<file path="src/rtl/clk_en_gen.sv">
// Fractional-rate clock-enable generator on the PPU clock: NCH phase-offset strobes
// at den/num per cycle (Bresenham accumulator), plus a subordinate reset tied to channel 0.
module clk_en_gen #(
    parameter int                     NCH       = 2,
    parameter int                     ACC_W     = 8,
    parameter int                     CNT_W     = 4,
    parameter logic [NCH*CNT_W-1:0]   PHASE     = {4'd1, 4'd2},
    parameter int                     RST_TICKS = 2
) (
    input  logic             clk_ppu,
    input  logic             rst_ppu,
    input  logic [ACC_W-1:0] div_num,
    input  logic [ACC_W-1:0] div_den,
    input  logic             resync,
    output logic [NCH-1:0]   en,
    output logic             rst_sub,
    output logic             cfg_err,
    output logic             phase_err
);

    localparam logic [CNT_W-1:0] CYC_MAX  = '1;
    localparam int               RC_W     = 8;
    localparam logic [RC_W-1:0]  RST_MAX  = RC_W'(RST_TICKS);
    localparam logic [RC_W-1:0]  RST_LAST = RC_W'(RST_TICKS - 1);

    logic             load_pend_reg, load_pend_next;
    logic [ACC_W-1:0] num_q_reg, num_q_next;
    logic [ACC_W-1:0] den_q_reg, den_q_next;
    logic [ACC_W-1:0] acc_reg, acc_next;
    logic [CNT_W-1:0] cyc_reg, cyc_next;
    logic [NCH-1:0]   en_reg, en_next;
    logic [NCH-1:0]   fired_reg, fired_next;
    logic             first_reg, first_next;
    logic [RC_W-1:0]  rst_cnt_reg, rst_cnt_next;
    logic             rst_sub_reg, rst_sub_next;
    logic             cfg_err_reg, cfg_err_next;
    logic             phase_err_reg, phase_err_next;

    logic             load;
    logic             cfg_bad;
    logic             run;
    logic             tick;
    logic             missed;
    logic [ACC_W:0]   sum;
    logic [ACC_W:0]   num_ext;
    logic [ACC_W:0]   diff;
    logic [CNT_W-1:0] cyc_inc;

    // A load edge (reset exit or resync) takes priority over everything else.
    assign load    = load_pend_reg | resync;
    assign cfg_bad = (den_q_reg == '0) || (den_q_reg > num_q_reg);
    assign run     = !load && !cfg_bad;

    assign num_ext = {1'b0, num_q_reg};
    assign sum     = {1'b0, acc_reg} + {1'b0, den_q_reg};
    assign diff    = sum - num_ext;
    assign tick    = run && (sum >= num_ext);
    assign cyc_inc = (cyc_reg == CYC_MAX) ? CYC_MAX : cyc_reg + CNT_W'(1);
    assign missed  = tick && !first_reg && !(&fired_reg);

    generate
        for (genvar gi = 0; gi < NCH; gi++) begin : g_ch
            assign en_next[gi]    = run && (cyc_next == PHASE[gi*CNT_W +: CNT_W]);
            // Per-period bookkeeping: cleared on a tick, then set by this edge's strobe.
            assign fired_next[gi] = load ? 1'b0
                                         : ((tick ? 1'b0 : fired_reg[gi]) | en_next[gi]);
        end
    endgenerate

    always_comb begin
        load_pend_next = 1'b0;
        num_q_next     = num_q_reg;
        den_q_next     = den_q_reg;
        acc_next       = acc_reg;
        cyc_next       = cyc_reg;
        first_next     = first_reg;
        cfg_err_next   = cfg_bad;
        phase_err_next = phase_err_reg | missed;
        rst_cnt_next   = rst_cnt_reg;
        rst_sub_next   = rst_sub_reg;

        if (load) begin
            num_q_next     = div_num;
            den_q_next     = div_den;
            acc_next       = '0;
            cyc_next       = CYC_MAX;
            first_next     = 1'b1;
            cfg_err_next   = 1'b0;
            phase_err_next = 1'b0;
        end else if (run) begin
            if (tick) begin
                acc_next   = diff[ACC_W-1:0];
                cyc_next   = '0;
                first_next = 1'b0;
            end else begin
                acc_next   = sum[ACC_W-1:0];
                cyc_next   = cyc_inc;
            end
        end

        // Subordinate reset releases on the RST_TICKS-th channel-0 strobe and never re-arms.
        if (en_next[0]) begin
            if (rst_cnt_reg != RST_MAX) begin
                rst_cnt_next = rst_cnt_reg + RC_W'(1);
            end
            if (rst_cnt_reg == RST_LAST) begin
                rst_sub_next = 1'b0;
            end
        end
    end

    always_ff @(posedge clk_ppu or posedge rst_ppu) begin
        if (rst_ppu) begin
            load_pend_reg <= 1'b1;
            num_q_reg     <= '0;
            den_q_reg     <= '0;
            acc_reg       <= '0;
            cyc_reg       <= CYC_MAX;
            en_reg        <= '0;
            fired_reg     <= '0;
            first_reg     <= 1'b1;
            rst_cnt_reg   <= '0;
            rst_sub_reg   <= 1'b1;
            cfg_err_reg   <= 1'b0;
            phase_err_reg <= 1'b0;
        end else begin
            load_pend_reg <= load_pend_next;
            num_q_reg     <= num_q_next;
            den_q_reg     <= den_q_next;
            acc_reg       <= acc_next;
            cyc_reg       <= cyc_next;
            en_reg        <= en_next;
            fired_reg     <= fired_next;
            first_reg     <= first_next;
            rst_cnt_reg   <= rst_cnt_next;
            rst_sub_reg   <= rst_sub_next;
            cfg_err_reg   <= cfg_err_next;
            phase_err_reg <= phase_err_next;
        end
    end

    assign en        = en_reg;
    assign rst_sub   = rst_sub_reg;
    assign cfg_err   = cfg_err_reg;
    assign phase_err = phase_err_reg;

endmodule

</file>
<file path="config.mk">
export PLATFORM = sky130hd
export DESIGN_NAME = clk_en_gen
export DESIGN_NICKNAME = d
export VERILOG_FILES = /design/src/rtl/clk_en_gen.sv
export SDC_FILE = /design/constraint.sdc
export NUM_CORES = 1
export LEC_CHECK = 0
export ABC_AREA = 1
export CORE_MARGIN = 5
export CORE_UTILIZATION = 60
export CTS_BUF_LIST = sky130_fd_sc_hd__clkbuf_4 sky130_fd_sc_hd__clkbuf_8 sky130_fd_sc_hd__clkbuf_16
export CTS_CLUSTER_SIZE = 20
export DETAILED_ROUTE_END_ITERATION = 12
export DONT_BUFFER_PORTS = 1
export PLACE_DENSITY = 0.76
export RECOVER_POWER = 100
export REMOVE_ABC_BUFFERS = 1
export SLEW_MARGIN = 20
export SYNTH_ARGS = -nofsm -noshare
export SYNTH_HDL_FRONTEND = slang
export SYNTH_SLANG_ARGS = --single-unit
</file>
<file path="constraint.sdc">
create_clock -name clk_ppu -period 3.7 [get_ports clk_ppu]
set_input_delay 0.37 -clock clk_ppu [delete_from_list [all_inputs] [get_ports clk_ppu]]
set_output_delay 0.37 -clock clk_ppu [all_outputs]
set_load 0.005 [all_outputs]
</file>
== After elaboration in Yosys (flattened, before gate mapping) ==
Index checks and enable logic that the tools add are counted.
Word-level totals
  flip-flop bits (word level): 45
  input bits: 19
  word-level logic and storage cells: 61
  output and inout port bits: 5
Operators by class
  order comparisons: 2
  eq/ne operators: 5
  multiplexer cells: 16
  $add $sub $neg: 4
  bitwise gates (word level): 4
  reductions and logical operators: 18
Operator list (count)
  two-way mux 8 bit: 3
  two-way mux 4 bit: 4
  adder 8 x 8 -> 9 bit: 1
  >= comparator 9 x 8 -> 1 bit: 1
  two-way mux 1 bit: 9
  adder 8 x 1 -> 8 bit, second input constant: 1
  equality test 8 x 1 -> 1 bit, second input constant: 1
  greater-than comparator 8 bit: 1
  logical NOT 8 bit: 1
  inequality test 8 x 2 -> 1 bit, second input constant: 1
  AND reduction 2 bit: 4
  subtractor 8 bit: 1
  logical AND 1 bit: 6
  adder 4 x 1 -> 4 bit, second input constant: 1
  equality test 4 x 1 -> 1 bit, second input constant: 1
  equality test 4 x 2 -> 1 bit, second input constant: 1
  equality test 4 bit, second input constant: 1
  logical NOT 1 bit: 4
  bitwise OR 1 bit: 4
  nonzero test 2 bit: 2
  logical OR 1 bit: 1

== Longest topological paths before layout ==
  word-level depth: 12
  depth in mapped cells: 22
  mapped depth without buffers: 22

== Least setup slack after synthesis ==
Ideal clock, no wire load.
  path type: register to register
  from: reg den_q_reg[0]
  to: reg rst_cnt_reg[6]
  cell stages (with the launch flop): 22
  setup time: 0.117 ns
  path buffers: 0
  data required time: 3.583 ns
  slack: 0.621 ns
  data arrival time: 2.962 ns
  period minus slack after synthesis: 3.079 ns
  cells stage by stage: dfrtp_1 -> ha_1 -> fa_1 -> nand3_1 -> nand3_1 -> a31oi_1 -> xnor2_1 -> ha_1 -> nand2_1 -> inv_1 -> a21oi_1 -> nand2_2 -> nand2_2 -> nand2_4 -> nor2_2 -> nor2_1 -> nor2_2 -> nand2_1 -> nor2_1 -> nand3_1 -> nand2_1 -> nand2_1
On the way
  longest elaborated chain between the ends: 11
  elaborated cells between the ends (all ways): 14
  those cells by class: add/sub (1); order compare (2); eq/ne (1); mux (3); reduce/logical (7)
Ends and longest elaborated chain
  start, declared: line 28  | logic [ACC_W-1:0] den_q_reg, den_q_next;
  start signal, assigned: line 129  | den_q_reg <= den_q_next;
  parallel branches: the longest is 6 deep, another holds adder 8 x 8 -> 9 bit
  two-way mux 4 bit *: line 90  | end else if (run) begin
  two-way mux 4 bit *: line 82  | if (load) begin
  via cyc_next[1]: line 30  | logic [CNT_W-1:0] cyc_reg, cyc_next;
  equality test 4 x 2 -> 1 bit *: line 63  | assign en_next[gi] = run && (cyc_next == PHASE[gi*CNT_W +: CNT_W]);
  logical AND 1 bit *: line 63
  AND reduction 2 bit (no line) *
  end signal, assigned: line 135  | rst_cnt_reg <= rst_cnt_next;
  end, declared: line 34  | logic [RC_W-1:0] rst_cnt_reg, rst_cnt_next;
Mark *: on every way through the listed nets, which the timed path passes.
A chain may end at the register's enable or synchronous reset.

== Worst setup path in the final report ==
  from: reg den_q_reg[0]
  to: reg rst_cnt_reg[2]
On the way
  longest elaborated chain between the ends: 11
  elaborated cells between the ends (all ways): 14
  those cells by class: add/sub (1); order compare (2); eq/ne (1); mux (3); reduce/logical (7)
Ends and longest elaborated chain (line)
  parallel branches: the longest is 9 deep, another holds adder 8 x 8 -> 9 bit
  logical AND 1 bit *: 63
  AND reduction 2 bit (no line) *
Mark *: on every way between the ends.

==> impl_metrics.toml <==
[place]
dp_slack_ns = 0.247
io_buffers = 0
postPlaceCellArea_mm2 = 0.00304
gp_congestion = 0.880
dp_hpwl_um = 4720

[timing]
setup_ws_ns = 0.251
skew_ns = 0.00992
min_period_over_period = 0.932
finalMaxSlewViolations = 46
finalSetupViolations = 0
max_freq_mhz = 290
hold_violations = 0
maxSlewHeadroom = -0.114
period_minus_slack_ns = 3.45
tightest_slew_ns = 1.67

[final_layout]
syn_to_final_growth_pct = 7.81
fillers = 399
seqCellArea_mm2 = 0.00113
finalNetCount = 435
final_layout_size_suffix_gt1_frac = 0.111
multi_input_area_mm2 = 0.00166
fin_area_mm2 = 0.00321
insertedDiodeCount = 0

[drt]
drtPass1Iterations = 5
drtIter0Drc = 178
drcViolationCount = 0
antenna_left = 0
vias = 2494
wl_per_cell_um = 14.1
vias_per_cell = 5.49
routed_wl_um = 6380

[yosys]
synth_top_area_frac = 0.319
synth-edff-count = 0
synth_xor_area_frac = 0.0353
yosys.area_share.simple = 0.290
synth_fa_ha_area_frac = 0.131
yosysWarnings = 0
synthCells = 379
ys_top_cells_by_area = "dfrtp_1, nand2_1, ha_1"
synthFlopType = "dfrtp_1"
synth-compound-area-share = 0.0873
ys_ff_latch = 45
yosys-mux-area-fraction = 0
avgSynthCellArea_um2 = 7.86
async_reset_ff_frac = 1.00
synth_top_family_by_area = "simple AND/OR/NAND/NOR gates"
syn_area_mm2 = 0.00298
synth_top_area_cell = "dfrtp_1"
ys_seq_area_frac = 0.381
yosysMostFrequentCell = "nand2_1"
synth_common_cells = "nand2_1, inv_1, dfrtp_1"
ys_types = 39

[pwr]
leakagePower_nw = 1.70
ir_worst_vdd_mv = 0.331
fin_total_pwr_mw = 1.70
power.density_mw_per_mm2 = 529

[critical_path]
path_max_fanout = 13
r2r_slack_ns = 0.25
end_kind = "register"
cp.arrival_ns = 3.63
worst-setup-path-type = "register to register"
crit_required_ns = 3.89
cp-start-kind = "register"

[global_routing]
grt_pass1_wl_um = 10800
grt_use_total = 0.211
grt_overflow = 0
antenna_found_initial = 0
grt_pass1_vias = 2387
grt_max_degree = 46

[floorplan]
fp.dieH_um = 80.5
rows = 25
num_io_pins = 24
initial_core_util = 0.623
die_area_mm2 = 0.00648
die_w_um = 80.5
core-area_mm2 = 0.00479

[cts]
postCtsHoldBufs = 0
clock_path_buffers = 2
cts_made_buffers = 5
cts_tree = "built"
clk_latency_ns = 0.29
clk_pin_slew_ns = 0.09
root_buffer = "clkbuf_8"
h-tree-depth = 2
cts_sinks = 45

[outcome]
status = "complete, but fails checks"
failed_checks = "max-capacitance violations, max-slew violations"

[run]
drv_cap = 1

[worst_hold_path]
hp-class = "primary input to register"
stage by stage:
stage / setup TNS, ns / hold WS (ns) / std cells / util
5_1_grt: -0.0256 / 0.175 / 454 / 0.671
6_report: 0 / 0.183 / 454 / 0.671
2_1_floorplan: 0 / 0.440 / 373 / -
4_1_cts: 0 / 0.178 / 449 / 0.654
3_3_place_gp: 0 / 0.453 / 441 / 0.635
3_5_place_dp: 0 / 0.466 / 441 / 0.635
layer usage:
metal	routed length [um]	global-route usage	part of all wire
met3	457	0.0538	0.072
met5	0	0	0
met4	76	0.0422	0.012
met2	3030	0.359	0.47
met1	2820	0.272	0.44
path summary, 6_finish.rpt:
check                                   from        endpoint  cells after the start
worst max-delay path            den_q_reg[0]  rst_cnt_reg[2]                     21
worst min-delay path              div_den[5]    den_q_reg[5]                      2
worst max register to register  den_q_reg[0]  rst_cnt_reg[2]                     21
worst min register to register    acc_reg[2]      acc_reg[2]                      2
max in group asynchronous            rst_ppu       phase_err                      1
min in group asynchronous            rst_ppu    den_q_reg[3]                      1
power breakdown:
part / internal (mW) / leakage, nW / switching [mW] / total (mW)
logic: 0.286 / 1.08 / 0.511 / 0.797
clock network: 0.149 / 0.0453 / 0.163 / 0.311
registers: 0.553 / 0.569 / 0.0391 / 0.592
total: 0.987 / 1.70 / 0.713 / 1.70
placed cells by master, fill, tap and decap left out, types with 2 or more instances in the layout:
cell type,n
a21o_1,2
a21oi_1,17
a32o_1,2
buf_4,4
clkbuf_4,2
clkbuf_8,5
dfrtp_1,38
dfstp_2,6
fa_1,2
ha_1,28
inv_1,48
inv_2,2
nand2_1,110
nand2_2,7
nand3_1,14
nand3_2,4
nand4_1,12
nor2_1,24
nor2_2,3
nor2_4,2
nor3_1,3
nor4_2,2
o21ai_0,19
o21ai_1,2
xnor2_1,3
xor2_1,9
cells by family after synthesis:
group | count (synthesis)
other | 1
and+or+nand+nor | 187
buffers and inverters | 57
adders and majority gates | 30
DFF | 45
AOI/OAI and AO/OA | 47
xor gates and xnor gates | 12
worst max-delay path, stage by stage (launching register included):
cell     delay [ns]
dfrtp_1        0.40
ha_1           0.23
fa_1           0.41
nand3_1        0.11
nand3_2        0.13
a31oi_4        0.21
xnor2_1        0.15
ha_1           0.29
nand2_1        0.11
inv_1          0.05
a21oi_1        0.17
nand2_2        0.08
nand2_2        0.12
nand2_8        0.10
nand4_4        0.12
nand3_2        0.09
nand2_2        0.12
nor2_4         0.06
buf_12         0.13
buf_4          0.12
nand4_1        0.07
nand2_1        0.07
final cells by class:
cell class                      instances  area share
Timing Repair Buffer                    6      0.0171
Clock inverter                          1     0.00234
Multi-Input combinational cell        277       0.516
Clock buffer                            7      0.0261
Tap cell                               67      0.0261
Sequential cell                        45       0.353
Inverter                               51      0.0596
what timing repair did:
action	CTS	global route
setup buffers	0	5
resized for setup	0	7
endpoints found under the setup margin	0	9
Power figures use the tool's default switching activity.
